==> src/rtl/counter_edge_unit.sv <==
// Rising-edge detector feeding a modulo-M event counter and a saturating score counter
// that advances once per event-counter wrap.
module counter_edge_unit #(
  parameter int unsigned M    = 40,
  parameter int unsigned N    = 6,
  parameter int unsigned MAX  = 7,
  parameter int unsigned NMAX = 3
) (
  input  logic            clock,
  input  logic            reset,
  input  logic            sinal,
  input  logic            conta,
  input  logic            zera_s,
  output logic            pulso,
  output logic [N-1:0]    Q,
  output logic            fim,
  output logic            meio,
  output logic [NMAX-1:0] Q_max,
  output logic            fim_max,
  output logic            meio_max
);

  localparam logic [N-1:0]    QLast = N'(M - 1);
  localparam logic [N-1:0]    QHalf = N'(M / 2);
  localparam logic [NMAX-1:0] SLast = NMAX'(MAX);
  localparam logic [NMAX-1:0] SHalf = NMAX'(MAX / 2);

  logic            prev_q;
  logic [N-1:0]    cnt_q, cnt_d;
  logic [NMAX-1:0] score_q, score_d;
  logic            inc;

  always_comb begin
    pulso   = sinal & ~prev_q;
    inc     = pulso & conta & ~zera_s;
    cnt_d   = cnt_q;
    score_d = score_q;
    if (zera_s) begin
      // Clear wins over a coincident increment, including the score bump of a wrap.
      cnt_d   = '0;
      score_d = '0;
    end else if (inc) begin
      if (cnt_q == QLast) begin
        cnt_d = '0;
        if (score_q < SLast) begin
          score_d = score_q + NMAX'(1);
        end
      end else begin
        cnt_d = cnt_q + N'(1);
      end
    end
  end

  always_ff @(posedge clock or negedge reset) begin
    if (!reset) begin
      prev_q  <= 1'b0;
      cnt_q   <= '0;
      score_q <= '0;
    end else begin
      prev_q  <= sinal;
      cnt_q   <= cnt_d;
      score_q <= score_d;
    end
  end

  assign Q        = cnt_q;
  assign fim      = (cnt_q == QLast);
  assign meio     = (cnt_q == QHalf);
  assign Q_max    = score_q;
  assign fim_max  = (score_q == SLast);
  assign meio_max = (score_q == SHalf);

endmodule

==> config.mk <==
export PLATFORM = sky130hd
export DESIGN_NAME = counter_edge_unit
export DESIGN_NICKNAME = d
export VERILOG_FILES = /design/src/rtl/counter_edge_unit.sv
export SDC_FILE = /design/constraint.sdc
export NUM_CORES = 1
export LEC_CHECK = 0
export CAP_MARGIN = 5
export CORE_MARGIN = 1.5
export CORE_UTILIZATION = 25
export CTS_CLUSTER_DIAMETER = 30
export CTS_CLUSTER_SIZE = 12
export DETAILED_ROUTE_END_ITERATION = 8
export PLACE_DENSITY = 0.52
export SETUP_SLACK_MARGIN = 0.2
export SLEW_MARGIN = 20
export SYNTH_ARGS = -nofsm -noshare
export SYNTH_HDL_FRONTEND = slang
export SYNTH_SLANG_ARGS = --single-unit
==> constraint.sdc <==
create_clock -name clock -period 2 [get_ports clock]
set_input_delay 0.4 -clock clock [delete_from_list [all_inputs] [get_ports clock]]
set_output_delay 0.4 -clock clock [all_outputs]
set_load 0.005 [all_outputs]
[After elaboration in Yosys (flattened, before gate mapping)]
Index checks and enable logic that the tools add are counted.
Storage, ports and cells
  output and inout port bits: 14
  input port bits: 5
  register bits: 10
  logic and storage cells: 26
Cells by class
  reductions and logical operators: 4
  $add $sub $neg: 2
  eq/ne operators: 4
  muxes and demuxes: 7
  bitwise logic cells: 5
  magnitude comparators: 1
Operator list (count)
  2-to-1 mux 6 bit: 3
  2-to-1 mux 3 bit: 4
  adder 6 x 1 -> 6 bit, second input constant: 1
  equality test 6 x 5 -> 1 bit, second input constant: 1
  equality test 6 bit, second input constant: 1
  nonzero test 2 bit: 3
  adder 3 x 1 -> 3 bit, second input constant: 1
  AND 1 bit: 3
  equality test 3 x 2 -> 1 bit, second input constant: 1
  equality test 3 bit, second input constant: 1
  < comparator 3 bit, second input constant: 1
  AND reduction 3 bit: 1
  NOT 1 bit: 2

[Depth between registers and ports, before layout]
Gate-level depths: netlist (run 1).
  depth after elaboration: 6
  mapped depth: 6
  depth with buffers taken out: 5

[Worst setup path before layout (run 1)]
Ideal clock, no wire load.
  path kind: register to register
  start: reg cnt_q[0], in the netlist Q[0]
  end: reg cnt_q[3], in the netlist Q[3]
  data arrival time: 1545 ps
  stages on the path, launching flop included: 7
  data required time: 1922 ps
  path slack: 378 ps
  library setup time: 78 ps
  cell sequence: dfrtp_1 -> ha_1 -> and4bb_1 -> and2_4 -> buf_6 -> or3_1 -> a21oi_1
Between the ends
  longest elaborated chain between the ends: 4
RTL lines
  start, declared: RTL line 29  | logic [N-1:0] cnt_q, cnt_d;
  start signal, assigned: RTL line 61  | cnt_q <= cnt_d;
  equality test 6 bit
  via fim: RTL line 16  | output logic fim,
  2-to-1 mux 6 bit: RTL line 43  | if (cnt_q == QLast) begin
  2-to-1 mux 6 bit: RTL line 42  | end else if (inc) begin
  2-to-1 mux 6 bit: RTL line 38  | if (zera_s) begin
The timed path passes the listed nets, and every way through them passes these cells. The select of a mux whose other input is x is not followed.
A chain may end at the register's enable or synchronous reset.

[Worst setup path in the final report (run 1)]
  start: reg cnt_q[0], in the netlist Q[0]
  end: out fim
Between the ends
  longest elaborated chain between the ends: 1
RTL lines
  equality test 6 bit: RTL line 67  | assign fim = (cnt_q == QLast);
  end, declared: RTL line 16
No other way between the ends.

==> flow_summary_export.csv, run 1 <==
group,metric,value,unit
status,status,"completed",
setup_path,start_kind,"register",
placement,hpwl,996,microns
timing,grt_setup_unrepaired,"yes",
layout,num_antenna_cells,0,
detailed_routing,vias,535,
pwr,cellPowerDensity,425,nW/um^2
layout,layout.nets,102,
die,row_count,17,
hold_path,hold_class,"in2async",
detailed_routing,first_iter_violations,9,
job,max_cap_violations,0,
synthesis,synth_flop_cell,"dfrtp_1",
synthesis,syn_inst,61,
timing,maxSlewHeadroom,0.671,
detailed_routing,drtPass1Iterations,2,
die,start_util,0.264,
synthesis,synth_area,584,sq um
placement,gp_congestion,0.766,
cts,root_buffer,"clkbuf_4",
pwr,total_power,382,uW
grt,grt_pass1_wl,2330,microns
layout,drive_gt1_frac,0.222,
setup_path,cp-end-kind,"output port",
die,die_w,51.3,microns
die,die_area,2640,sq um
layout,area_delta_synth_final,54.0,%
synthesis,synth.net_count,71,
layout,fin_cells,118,
grt,grt_overflow,0,
timing,period_minus_slack,1.81,ns
timing,drv_slew,0,
detailed_routing,antenna_left,0,
cts,holdBufCountCts,0,
cts,cts_max_level,1,
timing,timing.setup.tns,0,ns
layout,num-fill-cells,246,
detailed_routing,wl,1380,microns
setup_path,crit_type,"reg2out",
synthesis,synth_cell_types,26,
detailed_routing,wire_per_inst,11.7,microns
timing,timing_worst_slew_pin_value,0.492,ns
die,core,2210,sq um
synthesis,synth_edf_count,0,
placement,numPortBuffers,18,
layout,utilization,0.407,
cts,path_clk_slew,0.06,ns
die,die_y,51.3,microns
pwr,irDropWorstVdd,214,uV
grt,grt_pass1_vias,529,
pwr,leakage,0.414,nW
timing,finalSetupViolCount,0,
cts,clockBufferDepth,2,
timing,final.period_utilization,0.904,
timing,max_freq,553,MHz
synthesis,async_flop_share,1.00,
synthesis,synthTopCellsByArea,"dfrtp_1 (43%), ha_1 (11%), a21oi_1 (5.1%), nand2_1 (5.1%), xor2_1 (3.0%)",
die,pin_count,19,
placement,placed_cells,110,
grt,antenna_found_initial,0,
cts,cts_tree,"yes",
timing,finClkSkew,0.00175,ns
cts,clock_latency,0.26,ns
setup_path,r2r_setup_slack,0.25,ns
cts,cts_buffers,3,
synthesis,synth-seq-cells,10,
cts,clock-sinks,10,
synthesis,syn-mean-instance-area,9.58,sq um
setup_path,path_max_fanout,3,
detailed_routing,vias_per_cell,4.53,
timing,hold_violations,0,
synthesis,ys_seq_area_frac,0.428,
detailed_routing,drcViolationCount,0,
synthesis,synth_top_cell_by_area,"dfrtp_1",
synthesis,yosysTopAreaCellShare,0.428,
setup_path,required,1.60,ns
setup_path,arrival,1.41,ns
grt,grt_usage,0.125,
synthesis,ys_warn_count,0,
grt,grt_max_degree,11,
==> flip-flops by register name, indices dropped and copies added, names as in the netlist <==
register,count
prev_q,1
Q,6
Q_max,3
==> placed cells by master (no fill, tap or decap), types with 2 or more instances in the layout <==
cell and n:
inv_1 3, dfrtp_1 10, ha_1 4, xor2_1 2
clkdlybuf4s50_1 13, buf_4 9, nand4_1 2, dlygate4sd2_1 3
nand2_1 8, a21oi_1 5, nor2_1 4, buf_6 2
nand3_1 2, clkbuf_4 3, nand3b_1 2
==> metrics by stage <==
| step | hold WS [ns] | instance area (sq um) | setup WS, ns |
|---|---|---|---|
| after global placement | 0.600 | 825 | 0.0655 |
| after global routing | 0.500 | 900 | 0.132 |
| final | 0.469 | 900 | 0.193 |
| after CTS | 0.475 | 882 | 0.0558 |
| after floorplan | 0.104 | 584 | 0.378 |
| after detailed placement | 0.603 | 825 | 0.0611 |
==> path summary, 6_finish.rpt <==
kind                             to  startpoint  cells after the start
hold / removal             Q_max[2]       reset                      1
setup / recovery                fim        Q[0]                      5
setup reg to reg               Q[0]        Q[0]                      7
min in group clock         Q_max[2]    Q_max[2]                      2
hold reg to reg            Q_max[2]    Q_max[2]                      2
max in group asynchronous      Q[1]       reset                      1
==> cells in the mapped netlist (2+ instances only) <==
cell type   n
xor2_1      2
dfrtp_1    10
nand3b_1    2
a21oi_1     6
nand4_1     2
or3_1       2
inv_1       3
nand3_1     2
nand2_1     8
nor2_1      4
ha_1        5
==> critical path, cell delays in order, from the launching register on <==
cell	delay [ns]
dfrtp_1	0.40
buf_6	0.12
ha_4	0.15
and4bb_1	0.20
and2_4	0.17
clkbuf_2	0.11
==> cell families after synthesis <==
logic type,count (synthesis),synth area share
and+or+nand+nor,28,0.272
DFF,10,0.428
xor gates and xnor gates,2,0.0300
AOI/OAI and AO/OA,9,0.0921
buffers and inverters,6,0.0535
adders and majority gates,5,0.107
muxes,1,0.0171
==> repair_timing <==
item                       in CTS  in global routing
setup endpoints to repair       5                  4
pin swaps                       2                  1
setup buffers                   5                  0
resized for setup              11                  5
==> per-layer routing <==
layer | share of wire | vias to the layer above | track usage
met5 | 0 | - | 0
met4 | 0.012 | 0 | 0.0789
met3 | 0.043 | 2 | 0.0292
met2 | 0.50 | 11 | 0.206
met1 | 0.45 | 252 | 0.144
li1 | - | 270 | -
==> power by group <==
part	internal (mW)	total [mW]	leakage, nW	switching (mW)
Combinational	0.0207	0.0386	0.263	0.0179
Clock	0.0695	0.136	0.0138	0.0670
Sequential	0.205	0.207	0.137	0.00245
Total	0.295	0.382	0.414	0.0873
==> layout make-up <==
cell class	count	area, sq um	area share
Tap cell	28	35.0	0.0389
Clock buffer	3	22.5	0.0250
Multi-Input combinational cell	45	324	0.360
Timing Repair Buffer	29	256	0.285
Inverter	3	11.3	0.0125
Sequential cell	10	250	0.278
Power figures use the tool's default switching activity.
==> inputs of run 2 (changes only) <==
SLEW_MARGIN = 0   (was 20)
==> results of run 2 <==
Same layout as run 1: the final DEF is identical, and so are final timing and power.
==> inputs of run 3 (changes only) <==
CTS_CLUSTER_SIZE = 40   (was 12)
DONT_BUFFER_PORTS = 1   (was default)
PLACE_DENSITY = 0.41   (was 0.52)
SLEW_MARGIN = 20   (was 0)
==> flow_summary_export.csv, run 3 (synthesis gave the netlist of run 1 again) <==
group,metric,value,unit
layout,drive_gt1_frac,0.127,
setup_path,reg2reg_depth,5,
grt,grt_pass1_wl,2070,microns
die,die_area,2640,sq um
setup_path,required,1.60,ns
hold_path,hold_start,"sinal",
timing,max_freq,585,MHz
timing,timing_worst_slew_pin_value,0.477,ns
layout,utilization,0.291,
die,core,2210,sq um
setup_path,crit_type,"reg2out",
setup_path,cp-startpoint,"Q[0]",
cts,clock-sinks,10,
setup_path,path_cells,"ha_2 > and4bb_1 > and2_4",
placement,hpwl,927,microns
cts,path_clk_slew,0.06,ns
placement,gp_congestion,0.730,
timing,period_minus_slack,1.71,ns
detailed_routing,dr_wl_met2,601,microns
detailed_routing,drt-met1-wl,562,microns
detailed_routing,first_iter_violations,5,
setup_path,path_max_fanout,6,
layout,area_delta_synth_final,10.3,%
setup_path,reg2reg_to,"Q[0]",
cts,cts_tree,"yes",
timing,final.period_utilization,0.855,
detailed_routing,vias_per_cell,5.02,
status,status,"completed",
detailed_routing,drcViolationCount,0,
setup_path,r2r_start,"Q[0]",
setup_path,slowest_delay,0.44,ns
timing,hold_violations,0,
layout,largest_reg_flops,6,
die,start_util,0.264,
die,die_y,51.3,microns
pwr,irDropWorstVdd,413,uV
placement,numPortBuffers,0,
timing,finalSetupViolCount,0,
timing,finClkSkew,0.00511,ns
pwr,leakage,0.276,nW
detailed_routing,dr_wl_met3,87,microns
setup_path,cp_slowest_cell,"dfrtp_2",
grt,antenna_found_initial,0,
setup_path,cp-end-kind,"output port",
setup_path,r2r_setup_slack,0.41,ns
setup_path,arrival,1.31,ns
setup_path,cp_top_family,"flip-flops",
hold_path,holdPathEnd,"prev_q",
layout,layout.nets,75,
setup_path,cp_num_buf_inv,0,
die,pin_count,19,
detailed_routing,antenna_left,0,
detailed_routing,routed.top_layer,"met4",
cts,clock_latency,0.26,ns
setup_path,start_kind,"register",
layout,num_antenna_cells,0,
grt,grt_max_degree,11,
hold_path,hold_depth,0,
layout,multiInputGateArea,305,sq um
hold_path,hold_class,"in2reg",
layout,num-fill-cells,250,
detailed_routing,wl,1260,microns
grt,grt_pass1_vias,444,
layout,final_cell_mix,"dfrtp_1 (8), nand2_1 (8), a21oi_1 (6)",
timing,drv_slew,0,
die,die_w,51.3,microns
detailed_routing,wire_per_inst,13.9,microns
die,row_count,17,
detailed_routing,drtPass1Iterations,4,
job,max_cap_violations,0,
cts,cts_buffers,3,
timing,timing.setup.tns,0,ns
cts,cts_max_level,1,
layout,seqCellArea,253,sq um
grt,grt_usage,0.111,
grt,grt_overflow,0,
timing,grt_setup_unrepaired,"no",
pwr,cellPowerDensity,558,nW/um^2
cts,root_buffer,"clkbuf_4",
timing,maxSlewHeadroom,0.681,
cts,clockBufferDepth,2,
detailed_routing,vias,457,
[run 3: cell types whose count changed in the layout (fill, tap and decap cells not counted), moves of 2 or more]
| cell | change |
|---|---|
| clkdlybuf4s50_1 | -13 |
| buf_4 | -8 |
| dlygate4sd2_1 | -3 |
| buf_6 | -2 |
| dfrtp_1 | -2 |
| dfrtp_2 | +2 |
[run 3: power by group]
part	switching [mW]	internal, mW	leakage (nW)
Clock	0.0664	0.0694	0.0138
Combinational	0.00958	0.00586	0.129
Sequential	0.00342	0.205	0.134
[run 3: area by class of cell]
| type | instances | share of cell area |
|---|---|---|
| Multi-Input combinational cell | 45 | 0.474 |
| Sequential cell | 10 | 0.392 |
| Tap cell | 28 | 0.0544 |
| Clock buffer | 3 | 0.0350 |
| Timing Repair Buffer | 2 | 0.0272 |
| Inverter | 3 | 0.0175 |
[run 3: how the worst max path moves through the flow]
stage	to	slack [ns]	cells after the start
floorplan	Q[3]	0.38	6
global placement	Q[0]	0.40	5
detailed placement	Q[0]	0.38	5
CTS	fim	0.23	3
global route	fim	0.24	3
finish	fim	0.29	3
[run 3: metal layers]
metal | up-vias | GRT usage
met5 | - | 0
met4 | 0 | 0.0395
met3 | 2 | 0.0643
met2 | 14 | 0.171
met1 | 225 | 0.128
li1 | 216 | -
[run 3: per-stage QoR]
step / hold slack [ns] / worst slack, ns / power, mW / cell area (sq um) / cells
global placement: 0.105 / 0.399 / 0.223 / 607 / 87
CTS: 0.154 / 0.231 / 0.368 / 639 / 91
finish: 0.166 / 0.290 / 0.360 / 644 / 91
floorplan: 0.104 / 0.378 / 0.222 / 584 / 61
detailed placement: 0.105 / 0.380 / 0.223 / 607 / 87
global route: 0.141 / 0.237 / 0.380 / 644 / 91
[run 3: what timing repair did]
action	in CTS	in global routing
gates resized for setup	0	3
setup buffers	0	0
hold endpoints to repair	10	0
hold buffers	1	0
setup endpoints to repair	0	1
[run 3: worst register-to-register path: stages, from the launching register on]
cell and delay (ns):
dfrtp_2 0.44, ha_2 0.20, and4bb_1 0.21, and2_4 0.19, or3_1 0.34, a21oi_1 0.12
